`src/rtl/ff_bist_ctrl_pkg.sv`:
```
// Shared definitions for the flip-flop BIST controller: FSM states, LFSR taps and constants.
// The LFSR step function is kept here so other cell BIST blocks can reuse it.
package ff_bist_ctrl_pkg;

   typedef enum logic [1:0] {
      ST_IDLE  = 2'd0,
      ST_RUN   = 2'd1,
      ST_DRAIN = 2'd2,
      ST_DONE  = 2'd3
   } bist_state_e;

   // Right-shifting Fibonacci form of x^8+x^6+x^5+x^4+1: feedback from bits 0,2,3,4
   localparam logic [7:0] LFSR_TAPS    = 8'h1D;
   localparam logic [7:0] DEFAULT_SEED = 8'hA5;
   localparam logic [7:0] NO_ERR_IDX   = 8'hFF;

   function automatic logic [7:0] lfsr8_step(input logic [7:0] s);
      return {^(s & LFSR_TAPS), s[7:1]};
   endfunction

endpackage

```
`src/rtl/bist_lfsr8.sv`:
```
// 8-bit Fibonacci LFSR with synchronous load and advance enable.
// Reusable stimulus source for cell-level BIST controllers.
module bist_lfsr8
   import ff_bist_ctrl_pkg::*;
#(
   parameter logic [7:0] RST_VAL = DEFAULT_SEED
) (
   input  logic       clk,
   input  logic       rst_n,
   input  logic       load,
   input  logic       en,
   input  logic [7:0] seed,
   output logic [7:0] state
);

   logic [7:0] state_r;

   // State register: load has priority over advance
   always_ff @(posedge clk or negedge rst_n) begin
      if (!rst_n) begin
         state_r <= RST_VAL;
      end else if (load) begin
         state_r <= seed;
      end else if (en) begin
         state_r <= lfsr8_step(state_r);
      end
   end

   assign state = state_r;

endmodule

```
`src/rtl/ff_bist_ctrl.sv`:
```
// BIST controller for a D flip-flop cell: drives a pseudo-random stream on a_drv and checks
// b_obs/c_obs against a delayed copy of that stream, reporting error count and first failing vector.
module ff_bist_ctrl
   import ff_bist_ctrl_pkg::*;
#(
   parameter int unsigned N_VECTORS = 16,
   parameter int unsigned DUT_LAT   = 1,
   parameter int unsigned ERR_W     = 8,
   parameter logic [7:0]  SEED      = DEFAULT_SEED
) (
   input  logic             clk,
   input  logic             rst_n,
   input  logic             start,
   output logic             a_drv,
   input  logic             b_obs,
   input  logic             c_obs,
   output logic             busy,
   output logic             done,
   output logic             pass,
   output logic [ERR_W-1:0] err_count,
   output logic [7:0]       first_err_idx
);

   // An all-zero seed would lock the LFSR
   localparam logic [7:0]       SEED_EFF = (SEED == 8'h00) ? 8'h01 : SEED;
   localparam logic [7:0]       LAST_IDX = 8'(N_VECTORS - 1);
   localparam logic [ERR_W-1:0] ERR_MAX  = {ERR_W{1'b1}};

   bist_state_e        state_r;
   bist_state_e        state_nxt_s;
   logic [7:0]         lfsr_s;
   logic               lfsr_unused_s;
   logic               a_drv_r;
   logic               busy_r;
   logic               done_r;
   logic               pass_r;
   logic [ERR_W-1:0]   err_count_r;
   logic [ERR_W-1:0]   err_nxt_s;
   logic [7:0]         first_err_r;
   logic [7:0]         drv_idx_r;
   logic [7:0]         chk_idx_r;
   logic [DUT_LAT-1:0] dly_r;
   logic [DUT_LAT-1:0] vld_r;
   logic               load_s;
   logic               adv_s;
   logic               chk_s;
   logic               fin_s;
   logic               fail_s;

   bist_lfsr8 #(
      .RST_VAL (SEED_EFF)
   ) u_lfsr (
      .clk   (clk),
      .rst_n (rst_n),
      .load  (load_s),
      .en    (adv_s),
      .seed  (SEED_EFF),
      .state (lfsr_s)
   );

   // After a right shift the new LSB is the current bit 1, so only that bit feeds a_drv
   assign lfsr_unused_s = ^{lfsr_s[7:2], lfsr_s[0]};

   // FSM state register
   always_ff @(posedge clk or negedge rst_n) begin
      if (!rst_n) begin
         state_r <= ST_IDLE;
      end else begin
         state_r <= state_nxt_s;
      end
   end

   // Next-state and per-cycle control strobes
   always_comb begin
      state_nxt_s = state_r;
      load_s      = 1'b0;
      adv_s       = 1'b0;
      chk_s       = 1'b0;
      fin_s       = 1'b0;
      case (state_r)
         ST_IDLE, ST_DONE: begin
            if (start) begin
               load_s      = 1'b1;
               state_nxt_s = ST_RUN;
            end else begin
               state_nxt_s = state_r;
            end
         end
         ST_RUN: begin
            chk_s = vld_r[DUT_LAT-1];
            if (drv_idx_r == LAST_IDX) begin
               state_nxt_s = ST_DRAIN;
            end else begin
               adv_s = 1'b1;
            end
         end
         ST_DRAIN: begin
            chk_s = vld_r[DUT_LAT-1];
            if (chk_s && (chk_idx_r == LAST_IDX)) begin
               fin_s       = 1'b1;
               state_nxt_s = ST_DONE;
            end else begin
               state_nxt_s = ST_DRAIN;
            end
         end
         default: begin
            state_nxt_s = ST_IDLE;
         end
      endcase
   end

   // A vector fails on a wrong true output or a non-complementary pair, counted once
   assign fail_s    = chk_s & ((b_obs ^ dly_r[DUT_LAT-1]) | ~(b_obs ^ c_obs));
   assign err_nxt_s = (fail_s && (err_count_r != ERR_MAX)) ? (err_count_r + ERR_W'(1'b1))
                                                          : err_count_r;

   // Stimulus, delay line, indices and result registers
   always_ff @(posedge clk or negedge rst_n) begin
      if (!rst_n) begin
         a_drv_r     <= 1'b0;
         busy_r      <= 1'b0;
         done_r      <= 1'b0;
         pass_r      <= 1'b0;
         err_count_r <= '0;
         first_err_r <= NO_ERR_IDX;
         drv_idx_r   <= 8'd0;
         chk_idx_r   <= 8'd0;
         dly_r       <= '0;
         vld_r       <= '0;
      end else if (load_s) begin
         a_drv_r     <= SEED_EFF[0];
         busy_r      <= 1'b1;
         done_r      <= 1'b0;
         pass_r      <= 1'b0;
         err_count_r <= '0;
         first_err_r <= NO_ERR_IDX;
         drv_idx_r   <= 8'd0;
         chk_idx_r   <= 8'd0;
         dly_r       <= '0;
         vld_r       <= '0;
      end else begin
         if (adv_s) begin
            a_drv_r   <= lfsr_s[1];
            drv_idx_r <= drv_idx_r + 8'd1;
         end
         if (busy_r) begin
            dly_r <= DUT_LAT'({dly_r, a_drv_r});
            vld_r <= DUT_LAT'({vld_r, (state_r == ST_RUN)});
         end
         if (chk_s) begin
            chk_idx_r <= chk_idx_r + 8'd1;
         end
         err_count_r <= err_nxt_s;
         if (fail_s && (first_err_r == NO_ERR_IDX)) begin
            first_err_r <= chk_idx_r;
         end
         if (fin_s) begin
            busy_r <= 1'b0;
            done_r <= 1'b1;
            pass_r <= (err_nxt_s == '0);
         end
      end
   end

   assign a_drv         = a_drv_r;
   assign busy          = busy_r;
   assign done          = done_r;
   assign pass          = pass_r;
   assign err_count     = err_count_r;
   assign first_err_idx = first_err_r;

endmodule

```
`config.mk`:
```
export PLATFORM = sky130hd
export DESIGN_NAME = ff_bist_ctrl
export DESIGN_NICKNAME = d
export VERILOG_FILES = /design/src/rtl/ff_bist_ctrl_pkg.sv /design/src/rtl/bist_lfsr8.sv /design/src/rtl/ff_bist_ctrl.sv
export SDC_FILE = /design/constraint.sdc
export NUM_CORES = 1
export LEC_CHECK = 0
export CAP_MARGIN = 20
export CORE_MARGIN = 10
export CORE_UTILIZATION = 55
export CTS_CLUSTER_SIZE = 25
export DETAILED_ROUTE_END_ITERATION = 16
export PLACE_DENSITY = 0.86
export SLEW_MARGIN = 20
export SYNTH_ARGS = -nofsm -noshare
export SYNTH_HDL_FRONTEND = slang
export SYNTH_SLANG_ARGS = --single-unit
export TNS_END_PERCENT = 10
```
`constraint.sdc`:
```
create_clock -name clk -period 4.2 [get_ports clk]
set_clock_uncertainty 0.2 [all_clocks]
set_input_delay 0.84 -clock clk [delete_from_list [all_inputs] [get_ports clk]]
set_output_delay 0.84 -clock clk [all_outputs]
set_load 0.1 [all_outputs]
```
==> results of run 1 <==
==> per-layer routing <==
metal,share of wire [%],wire length [um]
met1,44,2164
met2,50,2433
met3,5.4,266
met4,0.43,21
met5,0,0
==> area by class of cell <==
cell class	instances	area share (%)
Clock buffer	5	2.513
Clock inverter	3	1.553
Inverter	3	0.4111
Multi-Input combinational cell	184	39.88
Sequential cell	48	44.40
Tap cell	50	2.284
Timing Repair Buffer	25	8.954
==> stage by stage <==
| stage | hold WS [ns] | worst slack (ns) |
|---|---|---|
| 6_report | 0.2715 | 1.141 |
| 5_1_grt | 0.2946 | 1.076 |
| 4_1_cts | 0.2734 | 1.134 |
| 3_5_place_dp | 0.2614 | 1.044 |
| 3_3_place_gp | 0.2556 | 1.102 |
| 2_1_floorplan | 0.2465 | 1.710 |
==> power groups by stage <==
stage          sequential, W  combinational (W)  clock, W
3_5_place_dp        0.000727           0.000915         0
2_1_floorplan        0.00104           0.000414         0
5_1_grt             0.000741           0.000992  0.000350
4_1_cts             0.000723           0.000931  0.000332
3_3_place_gp        0.000720           0.000897         0
6_report            0.000724           0.000922  0.000328
==> path summary, 6_finish.rpt <==
check                      depth (start not counted)  slack (ns)               end
setup / recovery                                   1        1.14      err_count[4]
hold / removal                                     2        0.27  first_err_idx[3]
setup reg to reg                                   7        1.54  first_err_idx[7]
hold reg to reg                                    2        0.27  first_err_idx[3]
max in group asynchronous                          1        3.07      chk_idx_r[6]
min in group asynchronous                          1        0.34      chk_idx_r[3]
==> cells in the final DEF, fill, tap and decap left out, types with 2 or more instances in the layout <==
master           instances
a21oi_1                 14
buf_4                    2
clkbuf_8                 5
clkdlybuf4s50_1         23
dfrtp_1                 36
dfstp_2                 12
ha_1                     6
inv_1                    3
mux2i_1                  4
nand2_1                 43
nand2b_1                 3
nand3_1                 15
nand4_1                  6
nor2_1                  25
nor3_1                   6
nor3b_1                  3
nor4_1                   3
o211ai_1                 2
o21ai_0                  6
o21ai_2                  9
or3_1                    4
xnor2_1                 11
xor2_1                   7
==> registers in the layout, indices dropped and copies added (netlist names) <==
name,count
vld_r,1
first_err_idx,8
u_lfsr.state,8
busy,1
done,1
chk_idx_r,8
a_drv,1
drv_idx_r,8
dly_r,1
pass,1
state_r,2
err_count,8
==> cells by family (layout without fill, tap and decap cells) <==
kind of cell | count (synthesis) | in the layout | synth area share, %
DFF | 48 | 48 | 51.08
xor gates and xnor gates | 18 | 18 | 6.621
muxes | 5 | 5 | 2.155
adders and majority gates | 6 | 6 | 3.153
AOI/OAI and AO/OA | 36 | 36 | 9.880
buffers and inverters | 15 | 36 | 3.047
and+or+nand+nor | 119 | 119 | 24.07
==> worst reg2reg max path, delay by kind of cell, from the launching register on <==
family          cells  cell delay (ns)
compound gates      1             0.19
buf+inv             1             0.06
flops               1             0.42
fa+ha+maj           1             0.38
simple gates        4             1.32
==> flow_metrics.tcl, run 1 <==
set metrics [dict create \
    diodes 0 \
    crit_chain "clkdlybuf4s50_1" \
    critPathMaxFanout 8 \
    cpMaxStageDelayCell "clkdlybuf4s50_1" \
    io_buffers 24 \
    yosysTopAreaCellShare_pct 37.83 \
    cp_top_family "buffers and inverters" \
    p_sw_w 0.0009151 \
    vias 1815 \
    p_leak_nw 1.172 \
    top_usage_layer "met2" \
    wl_um 4885 \
    area_delta_synth_final_pct 15.03 \
    hp-class "flop to flop" \
    wire_per_inst_um 15.36 \
    p_clk_share_pct 16.6 \
    cp.arrival_ns 2.02 \
    track_usage_pct 13.44 \
    cts_tree "done" \
    ys.flop_type "dfrtp_1" \
    pwr-share-comb_pct 46.7 \
    initial_core_util_pct 58.27 \
    ctsResizeCount 0 \
    cts_hold_buf 0 \
    crit_path_start_kind "flop" \
    cts_max_path_buffers 2 \
    grt_use_met2_pct 22.68 \
    instances_no_fill 318 \
    report.final.slew_viol_count 0 \
    ir_drop_mv 0.4294 \
    antenna_found_initial 0 \
    multiInputGateArea_um2 1092 \
    yosys-top-cells-count "nand2_1 (43), dfrtp_1 (36), nor2_1 (25), nand3_1 (15), a21oi_1 (14)" \
    grt_use_met3_pct 4.163 \
    final_util_pct 67.02 \
    clk_latency_ns 0.30 \
    critPathKind "flop to primary output" \
    max_stage_delay_ns 1.20 \
    first_pass_iters 4 \
    endpoint_kind "primary output" \
    p_int_w 0.001059 \
    io_pins 25 \
    synth_seq_area_share_pct 51.08 \
    syn_nets 258 \
    required_ns 3.16 \
    cts-buffers-inserted 5 \
    dp_hpwl_um 3383 \
    fillers 315 \
    path_clk_slew_ns 0.08 \
    finalSetupTns_ns 0 \
    worst-path-buf-inv 1 \
    synth_cell_types 41 \
    timing.fmax_ghz 0.3269 \
    max-cap-violations 0 \
    power.density_nw_per_um2 720.9 \
    die-area_um2 7361 \
    drive_above_1_share_pct 13.06 \
    status "complete, no violations" \
    min_period_ns 3.059 \
    fin_crit_sh_pct 72.83 \
    synth_area_leaders "dfrtp_1 (38%), dfstp_2 (13%), nand2_1 (6.8%)" \
    switching_share_pct 46.35 \
    synthesis.instances 247 \
    rsz0062_at_grt "false" \
    yosysMostFrequentCell "nand2_1" \
    met1_usage_pct 16.09 \
    slew_headroom_pct 34.33 \
    ant_nets 0 \
    seq_area_um2 1216 \
    h-tree-depth 2 \
    drt_iter0_drc 143 \
    core-area_um2 4086 \
    grt_pass1_wl_um 8293 \
    min_from "first_err_idx[3]" \
    syn_avg_cell_area_um2 9.640 \
    setup_viol 0 \
    postPlaceCellArea_um2 2625 \
    synth_edf_count 0 \
    rows 23 \
    drc 0 \
    yosys.area.top_type "dfrtp_1" \
    final_area_um2 2739 \
    gp_congestion 0.8910 \
    viasPerCell 5.708 \
    crit_path_start "err_count[4]" \
    grt_overflow_total 0 \
    postCtsSetupRepairBufs 0 \
    dieWidth_um 85.80 \
    grt_max_degree 49 \
    async_reset_ff_share_pct 100.0 \
    final_hold_viol_count 0 \
    final_nets 278 \
    grt_pass1_vias 1810 \
    rr_startpoint "state_r[0]" \
    placedCellCount 310 \
    tightest_slew_ns 0.9819 \
    clock-root-buffer "clkbuf_8" \
    power_w 0.001974 \
    die_y_um 85.80 \
    ys_ff_latch 48 \
    yosysWarnings 0 \
    power_frac_seq_pct 36.7 \
    clock-sinks 48 \
    syn_area_um2 2381 \
]
Note: power is estimated with default switching activity, not from simulation.
==> run 2, diff against run 1 <==
--- a/config.mk
+++ b/config.mk
@@ -7,10 +7,10 @@
 export LEC_CHECK = 0
 export CAP_MARGIN = 20
 export CORE_MARGIN = 10
-export CORE_UTILIZATION = 55
+export CORE_UTILIZATION = 50
 export CTS_CLUSTER_SIZE = 25
 export DETAILED_ROUTE_END_ITERATION = 16
-export PLACE_DENSITY = 0.86
+export PLACE_DENSITY = 0.83
 export SLEW_MARGIN = 20
 export SYNTH_ARGS = -nofsm -noshare
 export SYNTH_HDL_FRONTEND = slang
==> constraint.sdc (replaced) <==
create_clock -name clk -period 2.7 [get_ports clk]
set_clock_uncertainty 0.2 [all_clocks]
set_input_delay 0.54 -clock clk [delete_from_list [all_inputs] [get_ports clk]]
set_output_delay 0.54 -clock clk [all_outputs]
set_load 0.1 [all_outputs]
==> run 2 against run 1 <==
Total power rose by 51%. Sequential power rose by 55%. Non-clock buffer count rose by 6. Clock-buffer cell count did not move.
==> flow_metrics.tcl, run 2 (synthesized netlist as in run 1, its figures left out) <==
set metrics [dict create \
    hp-class "primary input to asynchronous set/reset pin" \
    core-area_um2 4661 \
    cts_tree "done" \
    final_common_cell "nand2_1" \
    grt_pass1_wl_um 8190 \
    io_buffers 24 \
    clock-sinks 48 \
    area_delta_synth_final_pct 14.14 \
    h-tree-depth 2 \
    crit_chain "inv_1 -> ha_1 -> nand2b_1 -> or3_1 -> or3_1 -> buf_4 -> o21ai_2 -> nand2_1" \
    cpMaxStageDelayCell "dfrtp_1" \
    diodes 0 \
    ctsResizeCount 0 \
    ant_nets 0 \
    final_cell_mix "nand2_1 (43), dfrtp_1 (36), buf_4 (27)" \
    die-area_um2 7922 \
    track_usage_pct 12.78 \
    setup_viol 0 \
    postCtsSetupRepairBufs 0 \
    final_nets 284 \
    antenna_found_initial 0 \
    p_int_w 0.001566 \
    endpoint_kind "flop" \
    wire_per_inst_um 14.24 \
    grt_pass1_vias 1849 \
    cp.arrival_ns 2.45 \
    critPathKind "flop to flop" \
    tightest_slew_ns 0.5888 \
    finalSetupTns_ns 0 \
    rows 25 \
    die_y_um 89.01 \
    crit_path_start "state_r[0]" \
    grt_max_degree 49 \
    switching_share_pct 47.46 \
    cpMostUsedCell "or3_1" \
    min_period_ns 2.437 \
    path_clk_slew_ns 0.09 \
    drc 0 \
    vias 1834 \
    grt_overflow_total 0 \
    power.density_nw_per_um2 1097 \
    power_frac_seq_pct 37.6 \
    clock-root-buffer "clkbuf_8" \
    ir_drop_mv 0.6733 \
    dieWidth_um 89.01 \
    timing.fmax_ghz 0.4104 \
    max-cap-violations 0 \
    viasPerCell 5.591 \
    final_hold_viol_count 0 \
    p_leak_nw 1.205 \
    critPathMaxFanout 8 \
    pwr-share-comb_pct 47.9 \
    cts-buffers-inserted 5 \
    p_sw_w 0.001414 \
    gp_congestion 0.9204 \
    crit_path_start_kind "flop" \
    initial_core_util_pct 51.09 \
    max_stage_delay_ns 0.41 \
    clk_latency_ns 0.30 \
    fin_crit_sh_pct 90.26 \
    status "complete, no violations" \
    p_clk_share_pct 14.5 \
    cts_max_path_buffers 2 \
    required_ns 2.71 \
    dp_hpwl_um 3374 \
    rr_startpoint "state_r[0]" \
    rsz0062_at_grt "false" \
    report.final.slew_viol_count 0 \
    first_pass_iters 4 \
    drive_above_1_share_pct 22.26 \
    cts_hold_buf 0 \
    timing.hold.ws_ns 0.1315 \
    wl_um 4671 \
    io_pins 25 \
    drt_iter0_drc 127 \
    slew_headroom_pct 60.75 \
]
## run 2: stage by stage
step / instance area [um^2] / util [%] / cells / setup WS, ns / total power, W
final: 2718 / 58.31 / 328 / 0.2631 / 0.002980
after global routing: 2718 / 58.31 / 328 / 0.09474 / 0.003186
after CTS: 2718 / 58.31 / 328 / 0.2486 / 0.003005
after detailed placement: 2625 / 56.32 / 320 / 0.02866 / 0.002571
after global placement: 2625 / 56.32 / 320 / 0.08314 / 0.002540
after floorplan: 2381 / - / 247 / 0.3004 / 0.002261
## run 2: power groups by stage
stage,Sequential [W],Clock (W),Combinational (W)
after floorplan,0.00162,0,0.000643
after global placement,0.00113,0,0.00141
after detailed placement,0.00113,0,0.00144
after CTS,0.00112,0.000445,0.00144
after global routing,0.00115,0.000479,0.00156
final,0.00112,0.000431,0.00143
## run 2: final cells by class
type,count,area (um^2)
clock buffers,5,68.82
clock inverters,3,23.77
fillers,389,1943
inverters,3,11.26
multi-input cells,184,1092
flip-flops and latches,48,1216
well taps,54,67.56
repair buffers,31,237.7
## run 2: final timing paths
| check | to | slack [ns] | cells past startpoint |
|---|---|---|---|
| max in group asynchronous | drv_idx_r[5] | 1.77 | 2 |
| worst max register to register | first_err_idx[2] | 0.26 | 8 |
| worst max-delay path | first_err_idx[2] | 0.26 | 8 |
| worst min register to register | first_err_idx[1] | 0.27 | 2 |
| min in group clk | first_err_idx[1] | 0.27 | 2 |
| worst min-delay path | err_count[3] | 0.13 | 2 |
## run 2: metal layers
metal	global-route usage, %	share of wire (%)	up-vias
met5	0	0	-
met4	3.902	0.62	0
met3	4.376	6.7	5
met2	20.68	47	37
met1	15.74	46	892
li1	-	-	900
## run 2: critical path: cells and delay by family, from the launching register on
kind	cells	cell delay (ns)
AOI/OAI and AO/OA	1	0.11
buffers and inverters	2	0.24
and+or+nand+nor	4	1.03
DFF	1	0.41
adders and majority gates	1	0.37
==> run 3, diff against run 2 <==
--- a/config.mk
+++ b/config.mk
@@ -7,10 +7,10 @@
 export LEC_CHECK = 0
 export CAP_MARGIN = 20
 export CORE_MARGIN = 10
-export CORE_UTILIZATION = 50
+export CORE_UTILIZATION = 55
 export CTS_CLUSTER_SIZE = 25
 export DETAILED_ROUTE_END_ITERATION = 16
-export PLACE_DENSITY = 0.83
+export PLACE_DENSITY = 0.86
 export SLEW_MARGIN = 20
 export SYNTH_ARGS = -nofsm -noshare
 export SYNTH_HDL_FRONTEND = slang
==> constraint.sdc (replaced) <==
create_clock -name clk -period 2.4 [get_ports clk]
set_clock_uncertainty 0.2 [all_clocks]
set_input_delay 0.6 -clock clk [delete_from_list [all_inputs] [get_ports clk]]
set_output_delay 0.6 -clock clk [all_outputs]
set_load 0.1 [all_outputs]
==> run 3 against run 2 <==
Non-clock buffer count up 10. Via count up 3.1%. Clock-buffer cell count up 2. Cell count up 1.8%. Sequential share of layout area down 4.4 points. Setup slack worse by 0.24 ns. Core utilization up 16 points. Die area down 7.1%. Highest routed layer unchanged.
==> flow_metrics.tcl, run 3 (synthesized netlist as in run 1, its figures left out) <==
set metrics [dict create \
    required_ns 2.41 \
    worst-path-buf-inv 2 \
    die-area_um2 7361 \
    critPathKind "primary input to flop" \
    gp_congestion 0.9286 \
    endpoint_kind "flop" \
    die_y_um 85.80 \
    cts_hold_buf 0 \
    cts-buffers-inserted 5 \
    final_common_cell "nand2_1" \
    vias 1890 \
    grt_max_degree 26 \
    placedCellCount 325 \
    multiInputGateArea_um2 1116 \
    critPathMaxFanout 2 \
    path_clk_slew_ns 0.09 \
    crit_chain "clkdlybuf4s50_1 -> and3b_4 -> buf_4 -> nor4_2 -> mux2i_1 -> nand3_2 -> o31ai_2" \
    io_pins 25 \
    track_usage_pct 14.34 \
    drc 0 \
    pre_cts_slack_ns -0.3150 \
    initial_core_util_pct 58.27 \
    first_pass_iters 4 \
    min_period_ns 2.379 \
    rows 23 \
    timing.hold.ws_ns 0.08047 \
    final_hold_viol_count 0 \
    wl_um 5191 \
    clock-sinks 48 \
    ant_nets 0 \
    grt_pass1_wl_um 8749 \
    setup_viol 0 \
    hp-class "primary input to asynchronous set/reset pin" \
    h-tree-depth 2 \
    antenna_found_initial 0 \
    drive_above_1_share_pct 26.41 \
    status "complete, no violations" \
    fillers 300 \
    max-cap-violations 0 \
    timing.fmax_ghz 0.4203 \
    io_buffers 24 \
    seq_area_um2 1216 \
    drt_iter0_drc 171 \
    max_stage_delay_ns 0.46 \
    crit_path_start_kind "primary input" \
    power.density_nw_per_um2 1219 \
    instances_no_fill 334 \
    clock-root-buffer "clkbuf_8" \
    core-area_um2 4086 \
    grt_pass1_vias 1888 \
    ir_drop_mv 0.8038 \
    cts_tree "done" \
    dieWidth_um 85.80 \
    dp_hpwl_um 3897 \
    tightest_slew_ns 0.5502 \
    fin_crit_sh_pct 99.13 \
    area_delta_synth_final_pct 26.69 \
    wire_per_inst_um 15.54 \
    cts_max_path_buffers 2 \
    slew_headroom_pct 63.32 \
    final_cell_mix "nand2_1 (43), dfrtp_1 (36), nor2_1 (24)" \
    grt_overflow_total 0 \
    diodes 0 \
    final_nets 294 \
    cp_top_family "simple AND/OR/NAND/NOR gates" \
    p_leak_nw 1.344 \
    clk_latency_ns 0.30 \
    cp.arrival_ns 2.39 \
    finalSetupTns_ns 0 \
    viasPerCell 5.659 \
    report.final.slew_viol_count 0 \
    setup_ws_ns 0.02081 \
    cpMaxStageDelayCell "clkdlybuf4s50_1" \
]
[run 3: layer usage]
layer | global-route usage, % | part of all wire [%] | vias to the layer above
met5 | 0 | 0 | -
met4 | 5.090 | 1.8 | 0
met3 | 3.879 | 4.7 | 8
met2 | 25.48 | 50 | 46
met1 | 16.01 | 43 | 924
li1 | - | - | 912
[run 3: layout make-up]
cell class,instances,area share (%)
sequential,48,40.32
multi-input combinational,184,37.00
timing repair buffer,41,17.13
clock buffer,7,2.862
tap,50,2.074
inverter,3,0.3733
clock inverter,1,0.2489
[run 3: timing repair]
item	4_1_cts	5_1_grt
gates resized for setup	0	6
endpoints found under the setup margin	0	12
setup buffers	0	1
hold endpoints to repair	0	0
[run 3: per-stage QoR]
stage | instance area [um^2] | util (%) | power [W]
after floorplan | 2381 | - | 0.002544
after global placement | 2888 | 70.67 | 0.003124
after detailed placement | 2888 | 70.67 | 0.003192
after CTS | 2982 | 72.96 | 0.003686
after global routing | 3017 | 73.82 | 0.003889
final | 3017 | 73.82 | 0.003678
[run 3: final timing paths]
kind	cells past startpoint	start	end	slack, ns
max reg2reg	7	state_r[1]	pass	0.10
max	7	c_obs	pass	0.02
min in group clk	2	u_lfsr.state[0]	u_lfsr.state[0]	0.29
max in group asynchronous	2	rst_n	u_lfsr.state[2]	1.32
min reg2reg	2	u_lfsr.state[0]	u_lfsr.state[0]	0.29
min	1	rst_n	chk_idx_r[4]	0.08
[run 3: power by group]
| group | total (W) | internal, W | switching, W |
|---|---|---|---|
| clock | 0.000496 | 0.000234 | 0.000261 |
| combinational | 0.00188 | 0.000712 | 0.00117 |
| sequential | 0.00130 | 0.00108 | 0.000225 |
| total | 0.00368 | 0.00202 | 0.00166 |
